File: src/rtl/pipeline_ctrl_sequencer.sv
`default_nettype none
// ============================================================================
// pipeline_ctrl_sequencer : stall/flush/freeze sequencer for the 5-stage core
// Optional perf counters: define PIPE_CTRL_PERF_EN
// Revision: 1.0
// ============================================================================
module pipeline_ctrl_sequencer #(
    parameter int unsigned FLUSH_CYCLES   = 1,
    parameter int unsigned MULDIV_TIMEOUT = 64
`ifdef PIPE_CTRL_PERF_EN
    ,
    parameter int unsigned CNT_W          = 32
`endif
) (
    input  logic       clk,
    input  logic       rst_n,
    input  logic       hazard_stall,
    input  logic       branch_taken,
    input  logic       mem_busy,
    input  logic       muldiv_start,
    input  logic       muldiv_done,
    output logic       pc_en,
    output logic       if_id_en,
    output logic       id_ex_en,
    output logic       ex_mem_en,
    output logic       mem_wb_en,
    output logic       if_id_flush,
    output logic       id_ex_flush,
    output logic       ex_mem_bubble,
    output logic       redirect_apply,
    output logic [1:0] ctrl_state,
    output logic       timeout_err
`ifdef PIPE_CTRL_PERF_EN
    ,
    output logic [CNT_W-1:0] stall_cycles,
    output logic [CNT_W-1:0] flush_cycles,
    output logic [CNT_W-1:0] freeze_cycles
`endif
);

    localparam int unsigned FC_W  = (FLUSH_CYCLES > 1)   ? $clog2(FLUSH_CYCLES)   : 1;
    localparam int unsigned TMR_W = (MULDIV_TIMEOUT > 1) ? $clog2(MULDIV_TIMEOUT) : 1;

    typedef enum logic [1:0] {
        ST_RUN     = 2'd0,
        ST_FLUSH   = 2'd1,
        ST_MULDIV  = 2'd2,
        ST_MEMWAIT = 2'd3
    } state_t;

    state_t            state_q, state_d;
    state_t            ret_state_q, ret_state_d;
    state_t            eval_state;
    logic [FC_W-1:0]   flush_cnt_q, flush_cnt_d;
    logic [TMR_W-1:0]  md_timer_q, md_timer_d;
    logic              redir_pend_q, redir_pend_d;
    logic              done_pend_q, done_pend_d;
    logic              timeout_err_q, timeout_err_d;
    logic              timeout_hit;
    logic              eval_branch;
    logic              eval_done;

    always_ff @(posedge clk) begin
        if (!rst_n) begin
            state_q       <= ST_RUN;
            ret_state_q   <= ST_RUN;
            flush_cnt_q   <= '0;
            md_timer_q    <= '0;
            redir_pend_q  <= 1'b0;
            done_pend_q   <= 1'b0;
            timeout_err_q <= 1'b0;
        end else begin
            state_q       <= state_d;
            ret_state_q   <= ret_state_d;
            flush_cnt_q   <= flush_cnt_d;
            md_timer_q    <= md_timer_d;
            redir_pend_q  <= redir_pend_d;
            done_pend_q   <= done_pend_d;
            timeout_err_q <= timeout_err_d;
        end
    end

    always_comb begin
        state_d        = state_q;
        ret_state_d    = ret_state_q;
        flush_cnt_d    = flush_cnt_q;
        md_timer_d     = md_timer_q;
        redir_pend_d   = redir_pend_q;
        done_pend_d    = done_pend_q;
        timeout_err_d  = timeout_err_q;
        timeout_hit    = 1'b0;
        pc_en          = 1'b1;
        if_id_en       = 1'b1;
        id_ex_en       = 1'b1;
        ex_mem_en      = 1'b1;
        mem_wb_en      = 1'b1;
        if_id_flush    = 1'b0;
        id_ex_flush    = 1'b0;
        ex_mem_bubble  = 1'b0;
        redirect_apply = 1'b0;
        // Leaving MEMWAIT replays the frozen state with latched pulses folded in
        eval_state     = (state_q == ST_MEMWAIT) ? ret_state_q : state_q;
        eval_branch    = branch_taken | redir_pend_q;
        eval_done      = muldiv_done | done_pend_q;

        if (!rst_n) begin
            pc_en         = 1'b0;
            if_id_en      = 1'b0;
            id_ex_en      = 1'b0;
            ex_mem_en     = 1'b0;
            mem_wb_en     = 1'b0;
            if_id_flush   = 1'b1;
            id_ex_flush   = 1'b1;
            ex_mem_bubble = 1'b1;
        end else if (mem_busy) begin
            pc_en     = 1'b0;
            if_id_en  = 1'b0;
            id_ex_en  = 1'b0;
            ex_mem_en = 1'b0;
            mem_wb_en = 1'b0;
            state_d   = ST_MEMWAIT;
            if (state_q != ST_MEMWAIT) begin
                ret_state_d = state_q;
            end
            if (branch_taken) begin
                redir_pend_d = 1'b1;
            end
            if (muldiv_done) begin
                done_pend_d = 1'b1;
            end
        end else begin
            redir_pend_d = 1'b0;
            done_pend_d  = 1'b0;
            state_d      = eval_state;
            case (eval_state)
                ST_RUN, ST_FLUSH: begin
                    if (eval_branch) begin
                        redirect_apply = 1'b1;
                        if_id_flush    = 1'b1;
                        id_ex_flush    = 1'b1;
                        if (FLUSH_CYCLES > 1) begin
                            state_d     = ST_FLUSH;
                            flush_cnt_d = FC_W'(FLUSH_CYCLES - 1);
                        end else begin
                            state_d = ST_RUN;
                        end
                    end else if (eval_state == ST_FLUSH) begin
                        if_id_flush = 1'b1;
                        flush_cnt_d = flush_cnt_q - FC_W'(1);
                        if (flush_cnt_q <= FC_W'(1)) begin
                            state_d = ST_RUN;
                        end
                    end else if (muldiv_start) begin
                        pc_en         = 1'b0;
                        if_id_en      = 1'b0;
                        id_ex_en      = 1'b0;
                        ex_mem_bubble = 1'b1;
                        state_d       = ST_MULDIV;
                        md_timer_d    = '0;
                    end else if (hazard_stall) begin
                        pc_en         = 1'b0;
                        if_id_en      = 1'b0;
                        id_ex_en      = 1'b0;
                        ex_mem_bubble = 1'b1;
                    end
                end
                ST_MULDIV: begin
                    // branch_taken cannot legally occur here and is dropped
                    if (eval_done) begin
                        state_d = ST_RUN;
                    end else begin
                        pc_en         = 1'b0;
                        if_id_en      = 1'b0;
                        id_ex_en      = 1'b0;
                        ex_mem_bubble = 1'b1;
                        if ((MULDIV_TIMEOUT != 0) &&
                            (md_timer_q == TMR_W'(MULDIV_TIMEOUT - 1))) begin
                            timeout_hit   = 1'b1;
                            timeout_err_d = 1'b1;
                            state_d       = ST_RUN;
                        end else begin
                            md_timer_d = md_timer_q + TMR_W'(1);
                        end
                    end
                end
                default: begin
                    state_d = ST_RUN;
                end
            endcase
        end
    end

    assign ctrl_state  = state_q;
    assign timeout_err = timeout_err_q | timeout_hit;

`ifdef PIPE_CTRL_PERF_EN
    logic [CNT_W-1:0] stall_cnt_q, stall_cnt_d;
    logic [CNT_W-1:0] flush_cnt_perf_q, flush_cnt_perf_d;
    logic [CNT_W-1:0] freeze_cnt_q, freeze_cnt_d;
    logic             stall_evt, flush_evt, freeze_evt;

    // Outside reset and freeze, pc_en only drops for hazard or mul/div stalls
    always_comb begin
        stall_evt        = rst_n & ~mem_busy & ~pc_en;
        flush_evt        = rst_n & if_id_flush;
        freeze_evt       = rst_n & mem_busy;
        stall_cnt_d      = (stall_evt  && !(&stall_cnt_q))      ? stall_cnt_q + CNT_W'(1)      : stall_cnt_q;
        flush_cnt_perf_d = (flush_evt  && !(&flush_cnt_perf_q)) ? flush_cnt_perf_q + CNT_W'(1) : flush_cnt_perf_q;
        freeze_cnt_d     = (freeze_evt && !(&freeze_cnt_q))     ? freeze_cnt_q + CNT_W'(1)     : freeze_cnt_q;
    end

    always_ff @(posedge clk) begin
        if (!rst_n) begin
            stall_cnt_q      <= '0;
            flush_cnt_perf_q <= '0;
            freeze_cnt_q     <= '0;
        end else begin
            stall_cnt_q      <= stall_cnt_d;
            flush_cnt_perf_q <= flush_cnt_perf_d;
            freeze_cnt_q     <= freeze_cnt_d;
        end
    end

    assign stall_cycles  = stall_cnt_q;
    assign flush_cycles  = flush_cnt_perf_q;
    assign freeze_cycles = freeze_cnt_q;
`endif

endmodule
`default_nettype wire

File: config.mk
export PLATFORM = sky130hd
export DESIGN_NAME = pipeline_ctrl_sequencer
export DESIGN_NICKNAME = d
export VERILOG_FILES = /design/src/rtl/pipeline_ctrl_sequencer.sv
export SDC_FILE = /design/constraint.sdc
export NUM_CORES = 1
export LEC_CHECK = 0
export CAP_MARGIN = 5
export CORE_ASPECT_RATIO = 1.4
export CORE_MARGIN = 5
export CORE_UTILIZATION = 50
export DETAILED_ROUTE_END_ITERATION = 12
export HOLD_SLACK_MARGIN = 0.03
export PLACE_DENSITY_LB_ADDON = 0.12
export SLEW_MARGIN = 10
export SYNTH_ARGS = -nofsm -noshare
export SYNTH_HDL_FRONTEND = slang
export SYNTH_SLANG_ARGS = --single-unit
File: constraint.sdc
create_clock -name clk -period 2.1 [get_ports clk]
set_clock_uncertainty 0.05 [all_clocks]
set_input_delay 0.42 -clock clk [delete_from_list [all_inputs] [get_ports clk]]
set_output_delay 0.42 -clock clk [all_outputs]
set_load 0.02 [all_outputs]
Word level (Yosys, flattened, before mapping)
Cells that the tools add are included.

Register bits after elaboration: 14. Bits of input ports: 7. Word-level logic and storage cells: 82.

$add $sub $neg: 2. $lt $le $gt $ge: 1. Eq/ne operators: 10. Mux-type cells: 48. Bitwise logic cells: 6. Reduce and logical (&&, ||, !) cells: 8.

Operators by type and width (number): 1-bit two-way mux (31); 6-bit two-way mux (5); 2-bit two-way mux (8); 2-bit != test (second input constant) (6); 6-bit case mux with 2 select lines (1); 4-bit AND reduction (2); 7-bit AND reduction (1); 6-bit by 1-bit adder with 6-bit output (second input constant) (1); 6-bit equality test (second input constant) (1); 2-bit equality test (second input constant) (2); 1-bit case mux with 2 select lines (2); 2-bit case mux with 2 select lines (1); 2-bit AND reduction (2); 1-bit inverter (3); 1-bit bitwise OR (3); 2-bit by 1-bit equality test with 1-bit output (second input constant) (1); 2-bit zero test (1); 2-bit nonzero test (1); 2-bit OR reduction (1); 1-bit less-or-equal comparator (second input constant) (1); 1-bit subtractor (second input constant) (1).

Logic depth before layout (Yosys ltp)
Gate-level depths: netlist of run 1.

Depth in word-level cells: 8. Mapped depth: 6. Depth with buffers taken out: 5.

Least setup slack after synthesis of run 1
Ideal clock, no wire load.

Kind: flip-flop to output port. Start: register state_q[0], in the netlist ctrl_state[0]. End: output ex_mem_bubble. Data arrival time: 1.569 ns. Data required time: 1.630 ns. Slack: 0.061 ns. Cell stages (with the launch flop): 5. Buffers on the path: 0. Path through: dfxtp_1 -> nor2b_1 -> a32oi_1 -> o31a_1 -> o21ai_0.

Word-level cells in the longest chain between the ends: 8. Elaborated cells between the ends (all ways): 11. Classes of those cells: eq/ne (3); mux (6); reduce/logical (2).

RTL lines: start, declared (RTL line 51) `state_t state_q, state_d;`; start signal, assigned (RTL line 73) `state_q <= state_d;`; 2-bit equality test (RTL line 102) `eval_state = (state_q == ST_MEMWAIT) ? ret_state_q : state_q;`; 2-bit two-way mux * (RTL line 102); 2-bit by 1-bit equality test with 1-bit output (RTL line 135, 147); 1-bit two-way mux (RTL line 147) `end else if (eval_state == ST_FLUSH) begin`; 1-bit two-way mux (RTL line 137) `if (eval_branch) begin`; 1-bit case mux with 2 select lines * (RTL line 135) `case (eval_state)`; 1-bit two-way mux * (RTL line 115) `end else if (mem_busy) begin`; 1-bit two-way mux * (RTL line 106) `if (!rst_n) begin`; end, declared (RTL line 29) `output logic ex_mem_bubble,`.

Every way passes the cells marked *; elsewhere a longest branch is shown, timed or not.

Worst setup path after layout of run 1
Start: input branch_taken. End: output ex_mem_bubble.

Word-level cells in the longest chain between the ends: 5.

RTL lines: start, declared (RTL line 18) `input logic branch_taken,`; 1-bit bitwise OR (RTL line 103) `eval_branch = branch_taken | redir_pend_q;`; 1-bit two-way mux (RTL line 137); 1-bit case mux with 2 select lines (RTL line 135); 1-bit two-way mux (RTL line 115); 1-bit two-way mux (RTL line 106).

No other way between the ends.

==> results.md, run 1 <==
* Result of the run: completed
* Post-route design area at 1310 µm²
* Reg clk slew, reported paths at 0.08 ns
* PwrDens at 495 nW/µm²
* Clock group share of total power at 26.1%
* DRT iter0 DRCs at 24
* Crit path max-delay family: compound AO/OA/AOI/OAI gates
* Area contributors post-synth: dfxtp_1 28%, nand2b_1 4.7%, o32ai_1 4.7%
* Max_cap viols at 0
* Die H at 60.9 µm
* First-pass GRT wire length at 4510 µm
* Final net count at 155
* Non-filler cells, final at 166
* WS Path Type: input port to output pin
* Reg2reg start: md_timer_q[0]$_SDFFE_PN0P_
* Sw frac at 33.8%
* Hold Path Class: flop to flop
* # clock sinks at 13
* Initial antenna violation count at 0
* DRT Pass-1 Iters at 4
* Post-route setup slack at 0.0454 ns
* DP Area at 1230 µm²
* Top cell type's share of synthesized area at 28.1%
* CP peak stage delay at 0.28 ns
* Net Sw Power at 0.219 mW
* Synth warnings at 0
* Top FF cell, synth: dfxtp_1
* Die width at 46.4 µm
* Fmax at 0.487 GHz
* CP arrival at 1.58 ns
* Worst-Margin Slew at 0.654 ns
* VDD IR max at 518 µV
* Crit start category: input port
* Unique masters post-synth at 45
* Comb power frac at 32.8%
* Post-CTS Hold Buffers at 0
* Detailed placement HPWL at 1990 µm
* Int Power at 0.430 mW
* Avg WL per Cell at 16.1 µm
* Largest net degree at the start of global routing at 20
* Sequential fraction of design power at 41.1%
* P_leak at 0.539 nW
* CP startpoint: branch_taken
* Period utilisation layout at 97.8%
* Vias in the first global route at 1054
* Pre-CTS setup slack at -0.706 ns
* Mapped Area at 926 µm²
* Register area share after synthesis at 28.1%
* RePlAce Congestion at 0.845
* Final WL at 2670 µm
* WHS Path Cells at 2
* Worst path bufs/invs at 2
* Worst setup EP type: output pin
* Max-slew violations at 0
* Post-placement cell count at 162
* Critical-path maximum fanout at 3
* R2R depth at 6
* Congestion Overflow GR at 0
* Area of the core at 1760 µm²
* Layout area overhead at 41.5%
* Required time worst endpoint at 1.63 ns
* Row cnt at 18
* Synthesized instance count at 107
* Die area at 2820 µm²
* Final hold viol count at 0
* Final setup violation count at 0
* CTS tree: done
* I/O pins at 19
* Synth Area per Inst at 8.65 µm²
* Post-synth EDFFs at 0
* Via count at 1016
* Total CTS buffers at 3
* Ys async rst share at 0%
* Remaining DRCs at 0
* Initial core utilization at 52.7%
* Vias per cell at 6.12
* Layout cells sized above 1 at 41.1%
* Crit path time final at 2.05 ns
* Post-synthesis register bit count at 13
* Skew-Pair Late Insertion Delay at 0.30 ns
* Slew HR at 55.9%
* Hold path startpoint: md_timer_q[5]$_SDFFE_PN0P_
* RSZ-0062 raised after global routing: true
* I/O Buffers at 18
* Critical Path Stages at 6
* Root Buffer: clkbuf_4
* Max clock buf depth at 2
* Antenna Cells at 0
* Post-Syn Nets at 115
* H-tree depth at 1
* Worst hold margin at 0.440 ns
* Synth area leader: dfxtp_1
* Total negative setup slack at 0 ns
* Total track usage at 22.2%
* Detail Route Antenna Nets at 0
* FILL cells at 140
* Cell Chain, Critical Path: dlygate4sd2_1 > nor2_4 > a32oi_2 > o31a_1 > o21ai_1 > buf_4
* CP max-delay cell: o31a_1
## power groups by stage
stage          registers [mW]  logic, mW  clock network (mW)
2_1_floorplan           0.270      0.116                   0
3_3_place_gp            0.269      0.197                   0
3_5_place_dp            0.269      0.202                   0
4_1_cts                 0.264      0.198               0.169
5_1_grt                 0.268      0.231               0.185
6_report                0.266      0.213               0.169
## worst paths after layout
path	to	slack, ns
max	ex_mem_bubble	0.05
min	md_timer_q[5]$_SDFFE_PN0P_	0.44
max reg2reg	md_timer_q[0]$_SDFFE_PN0P_	0.31
min reg2reg	md_timer_q[5]$_SDFFE_PN0P_	0.44
## routing by layer
layer  up-vias  global-route usage (%)  part of all wire [%]  wire length, µm
met5         -                       0                     0                0
met4         0                    19.1                   5.2              138
met3        13                    3.26                   3.8              102
met2        31                    37.8                    53             1410
met1       484                    22.9                    38             1010
li1        488                       -                     -                -
## worst register-to-register path: stages (launching register included)
cell,delay (ns)
dfxtp_1,0.34
ha_1,0.18
nand3_1,0.10
buf_4,0.16
o21ai_0,0.52
buf_4,0.23
o32ai_1,0.08
## per-stage QoR
stage	total power, mW	util, %
6_report	0.649	74.6
5_1_grt	0.683	74.6
4_1_cts	0.631	71.6
3_5_place_dp	0.471	70.3
3_3_place_gp	0.465	70.3
2_1_floorplan	0.386	-
## state kept, by name, summed over array words and instances (netlist names)
register / count
ret_state_q: 2
done_pend_q: 1
timeout_err_q: 1
md_timer_q: 6
redir_pend_q: 1
ctrl_state: 2
## kinds of logic (layout without fill, tap and decap cells)
kind of cell	count (synthesis)	in the layout	share of synthesized area [%]
compound gates	37	37	32.7
fa+ha+maj	1	1	1.35
buf+inv	11	50	10.3
flops	13	13	28.1
simple gates	45	45	27.6
## cell usage after synthesis, types with 2 or more instances
cell       number
a211oi_1        4
a21oi_1         3
and2_1          2
buf_4           3
buf_6           3
clkbuf_8        2
dfxtp_1        13
inv_1           2
nand2_1        10
nand2b_1        7
nand3_1         2
nor2_1          7
nor2b_1         2
nor3_1          2
o2111ai_1       2
o211ai_1        4
o21ai_0         5
o32ai_1         5
or2_2           3
## placed cells by master, fill, tap and decap left out, types with 5 or more instances in the layout
master,instances
o32ai_1,5
nand2b_1,7
buf_4,27
dfxtp_1,10
nand2_1,10
## final cells by class
cell class	instances	area (µm²)	share of cell area [%]
Multi-Input combinational cell	83	638	48.7
Sequential cell	13	269	20.5
Clock buffer	4	26.3	2.01
Timing Repair Buffer	43	340	26.0
Tap cell	20	25.0	1.91
Inverter	3	11.3	0.860
## timing repair
item	4_1_cts	5_1_grt
pin swaps	3	4
setup endpoints to repair	10	7
resized for setup	48	20
setup buffers	0	0
Power figures use the tool's default switching activity.
==> run 2, diff against run 1 <==
Settings changed: RECOVER_POWER from default to 25, SKIP_LAST_GASP from default to 1.
==> run 2 against run 1 <==
  * Global-route usage stayed put
  * Power shrank 0.50%
  * Sequential power barely moved
  * Final cell count unchanged
  * Wire length down 0.15%
  * Via count hardly changed
  * Register-to-register slack barely moved
  * Sequential share of layout area grew 0.059 points
  * Utilization decreased by 0.21 points
  * First-iteration DRC count stayed put
  * Non-clock buffer count is the same
  * Clock power barely moved
==> results.md, run 2 (same netlist as run 1, synthesis figures left out) <==
* Crit start category: input port
* I/O Buffers at 18 (unchanged)
* Final net count at 155 (unchanged)
* Flop2flop setup slack at 0.32 ns (about the same)
* Fmax at 0.483 GHz (-0.78%)
* Final setup violation count at 0 (unchanged)
* Final hold viol count at 0 (unchanged)
* Largest net degree at the start of global routing at 20 (unchanged)
* WHS Path Cells at 2 (unchanged)
* Layout area overhead at 41.1%
* Critical-path maximum fanout at 3 (unchanged)
* Total CTS buffers at 3 (unchanged)
* RePlAce Congestion at 0.845 (unchanged)
* FF/Latch Area at 269 µm² (unchanged)
* Hold path startpoint: md_timer_q[5]$_SDFFE_PN0P_
* Commonest non-fill, non-tap cell in the layout: buf_4
* Multi-input logic area at 628 µm² (-1.6%)
* FILL cells at 143 (+2.1%)
* Vias in the first global route at 1054 (unchanged)
* Die H at 60.9 µm (unchanged)
* Die width at 46.4 µm (unchanged)
* Total track usage at 22.2% (unchanged)
* Crit path time final at 2.07 ns (+0.0161 ns)
* Max_cap viols at 0 (unchanged)
* Result of the run: completed
* Root Buffer: clkbuf_4
* Slew HR at 56.6% (+0.65 points)
* Detail Route Antenna Nets at 0 (unchanged)
* Antenna Cells at 0 (unchanged)
* Avg WL per Cell at 16.0 µm (-0.15%)
* Via count at 1017 (+0.098%)
* Die area at 2820 µm² (unchanged)
* Area of the core at 1760 µm² (unchanged)
* Vias per cell at 6.13 (about the same)
* Skew-Pair Late Insertion Delay at 0.30 ns (about the same)
* Required time worst endpoint at 1.63 ns (about the same)
* Period utilisation layout at 98.6% (+0.77 points)
* DP Area at 1230 µm² (unchanged)
* Post-CTS Hold Buffers at 0 (unchanged)
* Initial antenna violation count at 0 (unchanged)
* Most flop-heavy register: md_timer_q
* Reg2reg start: md_timer_q[0]$_SDFFE_PN0P_
* Post-CTS Setup Bufs at 0 (unchanged)
* Overall power at 0.646 mW (-0.50%)
* Worst hold margin at 0.441 ns (+0.00116 ns)
* Layout cells sized above 1 at 41.1% (unchanged)
* R2R depth at 6 (unchanged)
* Max clock buf depth at 2 (unchanged)
* CP arrival at 1.60 ns (+0.02 ns)
* Max-slew violations at 0 (unchanged)
* Max reg flops at 6 (unchanged)
* DRT Pass-1 Iters at 4 (unchanged)
* I/O pins at 19 (unchanged)
* Row cnt at 18 (unchanged)
* Congestion Overflow GR at 0 (unchanged)
* CTS tree: done
* Post-route design area at 1310 µm² (-0.29%)
* Most frequent cells in the layout: 27 x buf_4, 10 x nand2_1, 10 x dfxtp_1
* Reg-to-reg endpoint: md_timer_q[0]$_SDFFE_PN0P_
* Final WL at 2660 µm (-0.15%)
* Worst-Margin Slew at 0.644 ns (-0.00961 ns)
* WS Path Type: input port to output pin
* H-tree depth at 1 (unchanged)
* Initial core utilization at 52.7% (unchanged)
* # clock sinks at 13 (unchanged)
* Worst setup EP type: output pin
* P_leak at 0.534 nW (-0.92%)
* Hold Path Class: flop to flop
* First-pass GRT wire length at 4510 µm (unchanged)
* VDD IR max at 518 µV (-0.15%)
* Reg clk slew, reported paths at 0.08 ns (about the same)
* Detailed placement HPWL at 1990 µm (unchanged)
* Worst Hold Path EP: md_timer_q[5]$_SDFFE_PN0P_
* RSZ-0062 raised after global routing: true
* DRT iter0 DRCs at 24 (unchanged)
* PwrDens at 494 nW/µm² (-0.21%)
* Remaining DRCs at 0 (unchanged)
run 2: final cells by class:
| cell class | count | area share, % |
|---|---|---|
| Multi-Input combinational cell | 83 | 48.1 |
| Timing Repair Buffer | 43 | 26.5 |
| Sequential cell | 13 | 20.6 |
| Clock buffer | 4 | 2.01 |
| Tap cell | 20 | 1.92 |
| Inverter | 3 | 0.862 |
run 2: worst max-delay path by stage:
stage	slack (ns)	startpoint	to
floorplan	0.06	ctrl_state[0]$_SDFF_PN0_	ex_mem_bubble
global placement	-0.62	muldiv_start	id_ex_en
detailed placement	-0.71	muldiv_start	if_id_en
CTS	0.001	ret_state_q[1]$_SDFFE_PN0P_	if_id_flush
global route	-0.05	rst_n	timeout_err
finish	0.03	branch_taken	pc_en
run 2: per-stage QoR:
step	setup TNS, ns	util, %	worst slack (ns)	instances
detailed placement	-4.89	70.3	-0.706	162
global route	-0.115	74.4	-0.0496	166
CTS	0	71.6	0.00118	166
finish	0	74.4	0.0293	166
global placement	-4.33	70.3	-0.624	162
floorplan	0	-	0.0613	107
run 2: where the power goes:
part / internal [mW] / switching, mW / leakage (nW)
clock: 0.0742 / 0.0946 / 0.0150
combinational: 0.100 / 0.111 / 0.412
sequential: 0.254 / 0.0116 / 0.107
run 2: repair_timing:
item                                    in CTS  in global routing
gates resized for setup                     48                 17
pin swaps                                    3                  3
endpoints found under the setup margin      10                  7
run 2: metal layers:
| metal | global-route usage (%) | share of wire [%] | up-vias |
|---|---|---|---|
| li1 | - | - | 489 |
| met1 | 22.9 | 38 | 484 |
| met2 | 37.8 | 52 | 29 |
| met3 | 3.26 | 3.8 | 15 |
| met4 | 19.1 | 5.7 | 0 |
| met5 | 0 | 0 | - |
run 2: worst max-delay path, cell delays in order:
cell and delay [ns]:
dlygate4sd2_1 0.26, nor2_4 0.18, a32oi_2 0.13, o31a_1 0.28, and2_4 0.18, buf_4 0.15
==> run 3, diff against run 2 <==
Settings changed: GPL_TIMING_DRIVEN from default to 0.
==> run 3 against run 2 <==
  * The run now ends with negative setup slack left
  * Global-route usage shrank 0.88 points
  * Final area shrank 8.0%
  * Final cell count shrank 8.4%
  * Wire length down 5.7%
  * Count of clock-buffer cells in the layout unchanged
  * Setup slack worse by 0.072 ns
  * Fmax down 3.3%
  * Sequential cell count stayed put
  * Combinational power is 11% lower
  * Highest routed layer unchanged
==> results.md, run 3 (same netlist as run 1, synthesis figures left out) <==
* Result of the run: finished, violations left
* Violated checks: negative setup slack
* Slew HR at 47.9% (-8.7 points)
* Worst-Margin Slew at 0.774 ns (+0.130 ns)
* Final core occ at 68.4% (-6.0 points)
* Required time worst endpoint at 1.63 ns (about the same)
* VDD IR max at 426 µV (-18%)
* Sw frac at 33.1% (-0.50 points)
* Worst Hold Path EP: md_timer_q[5]$_SDFFE_PN0P_
* Layout area overhead at 29.7%
* CP max-delay cell: dlygate4sd2_1
* Die width at 46.4 µm (unchanged)
* Sequential fraction of design power at 43.0% (+1.9 points)
* I/O pins at 19 (unchanged)
* First-pass GRT wire length at 4400 µm (-2.6%)
* Post-route setup slack at -0.0424 ns (-0.0716 ns)
* Final setup violation count at 3 (+3)
* RePlAce Congestion at 0.839 (-0.72%)
* Worst hold margin at 0.456 ns (+0.0158 ns)
* Pre-CTS setup slack at -0.818 ns (-0.112 ns)
* Die area at 2820 µm² (unchanged)
* Initial antenna violation count at 0 (unchanged)
* Detail Route Antenna Nets at 0 (unchanged)
* Critical-path maximum fanout at 4 (+1)
* Overall power at 0.615 mW (-4.8%)
* CP peak stage delay at 0.31 ns (+0.03 ns)
* Max clock buf depth at 2 (unchanged)
* PwrDens at 512 nW/µm² (+3.5%)
* Total CTS buffers at 3 (unchanged)
* Initial core utilization at 52.7% (unchanged)
* Hold path startpoint: md_timer_q[5]$_SDFFE_PN0P_
* Post-route design area at 1200 µm² (-8.0%)
* Reg-to-reg endpoint: md_timer_q[0]$_SDFFE_PN0P_
* Root Buffer: clkbuf_4
* Row cnt at 18 (unchanged)
* Skew-Pair Late Insertion Delay at 0.29 ns (about the same)
* Die H at 60.9 µm (unchanged)
* Total track usage at 21.3% (-0.88 points)
* Worst path bufs/invs at 3 (+1)
* Remaining DRCs at 0 (unchanged)
* Crit path time final at 2.14 ns (+0.0716 ns)
* Fmax at 0.467 GHz (-3.3%)
* Cell Chain, Critical Path: dlygate4sd2_1 > nor2_4 > a32oi_1 > o31a_1 > and2_4 > buf_4 > buf_6
* Most flop-heavy register: md_timer_q
* Hold Path Class: flop to flop
* Final hold viol count at 0 (unchanged)
* Comb power frac at 30.5% (-2.2 points)
* Flop2flop setup slack at 0.20 ns (-0.12 ns)
* Congestion Overflow GR at 0 (unchanged)
* Crit start category: input port
* I/O Buffers at 18 (unchanged)
* H-tree depth at 1 (unchanged)
* Reg clk slew, reported paths at 0.08 ns (about the same)
* Period utilisation layout at 102% (+3.4 points)
* DRT iter0 DRCs at 19 (-21%)
* CTS tree: done
* Antenna Cells at 0 (unchanged)
* Reg2reg start: md_timer_q[1]$_SDFFE_PN0P_
* Int Power at 0.411 mW (-4.1%)
* RSZ-0062 raised after global routing: true
* Largest net degree at the start of global routing at 11 (-45%)
* WHS Path Cells at 2 (unchanged)
* Max-slew violations at 0 (unchanged)
* Clock group share of total power at 26.5% (+0.4 points)
* Final WL at 2510 µm (-5.7%)
* Avg WL per Cell at 16.5 µm (+3.0%)
* Detailed placement HPWL at 1820 µm (-8.5%)
* Via count at 940 (-7.6%)
* Post-CTS Hold Buffers at 0 (unchanged)
* DRT Pass-1 Iters at 4 (unchanged)
* Layout cells sized above 1 at 36.4% (-4.7 points)
* Worst setup EP type: output pin
* Max reg flops at 6 (unchanged)
* WS Path Type: input port to output pin
* Max_cap viols at 0 (unchanged)
* CP arrival at 1.67 ns (+0.07 ns)
* P_leak at 0.461 nW (-14%)
* R2R depth at 5 (-1)
* Crit path max-delay family: buffers and inverters
* DP Area at 1130 µm² (-8.4%)
* Area of the core at 1760 µm² (unchanged)
* # clock sinks at 13 (unchanged)
* Final net count at 141 (-9.0%)
* Vias in the first global route at 1004 (-4.7%)
* Most frequent cells in the layout: 10 x nand2_1, 10 x dfxtp_1, 7 x nand2b_1
* Net Sw Power at 0.204 mW (-6.2%)
* Vias per cell at 6.18 (+0.94%)
## run 3: tightest hold or removal path: cells and delay by family, from the launching register on
kind	cells	cell delay [ns]
AO/OA/AOI/OAI	1	0.07
flip-flops	1	0.34
AND/OR/NAND/NOR	1	0.06
## run 3: worst max-delay path by stage
stage	from	end	depth (start not counted)
4_1_cts	rst_n	timeout_err	5
3_3_place_gp	muldiv_start	if_id_en	7
6_report	muldiv_done	pc_en	7
5_1_grt	ret_state_q[1]$_SDFFE_PN0P_	timeout_err	4
2_1_floorplan	ctrl_state[0]$_SDFF_PN0_	ex_mem_bubble	4
3_5_place_dp	muldiv_start	pc_en	7
## run 3: per-stage QoR
stage | cells | setup TNS (ns)
after CTS | 152 | -0.0200
after global routing | 152 | -0.285
after global placement | 145 | -5.35
final | 152 | -0.107
after detailed placement | 145 | -5.71
after floorplan | 107 | 0
## run 3: area by class of cell
type | count | area [µm²]
buffer | 8 | 83.8
clock buffer | 4 | 26.3
fill | 143 | 556
inverter | 3 | 11.3
multi-input combinational | 83 | 617
sequential | 13 | 267
tap | 20 | 25.0
timing repair buffer | 21 | 171
## run 3: power groups by stage
| stage | logic, mW | clock network [mW] | registers [mW] |
|---|---|---|---|
| 5_1_grt | 0.202 | 0.176 | 0.266 |
| 2_1_floorplan | 0.116 | 0 | 0.270 |
| 4_1_cts | 0.187 | 0.162 | 0.265 |
| 3_5_place_dp | 0.182 | 0 | 0.268 |
| 3_3_place_gp | 0.179 | 0 | 0.268 |
| 6_report | 0.187 | 0.163 | 0.264 |
## run 3: repair_timing
item | 4_1_cts | 5_1_grt
endpoints found under the setup margin | 10 | 9
pin swaps | 5 | 0
setup buffers | 3 | 0
resized for setup | 52 | 9
endpoints found under the hold margin | 0 | 0
## run 3: layer usage
layer  vias up  GRT usage (%)  wire [µm]
met5         -              0          0
met4         0           13.8         67
met3         9           4.45        119
met2        35           37.2       1380
met1       442           22.3        939
li1        454              -          -
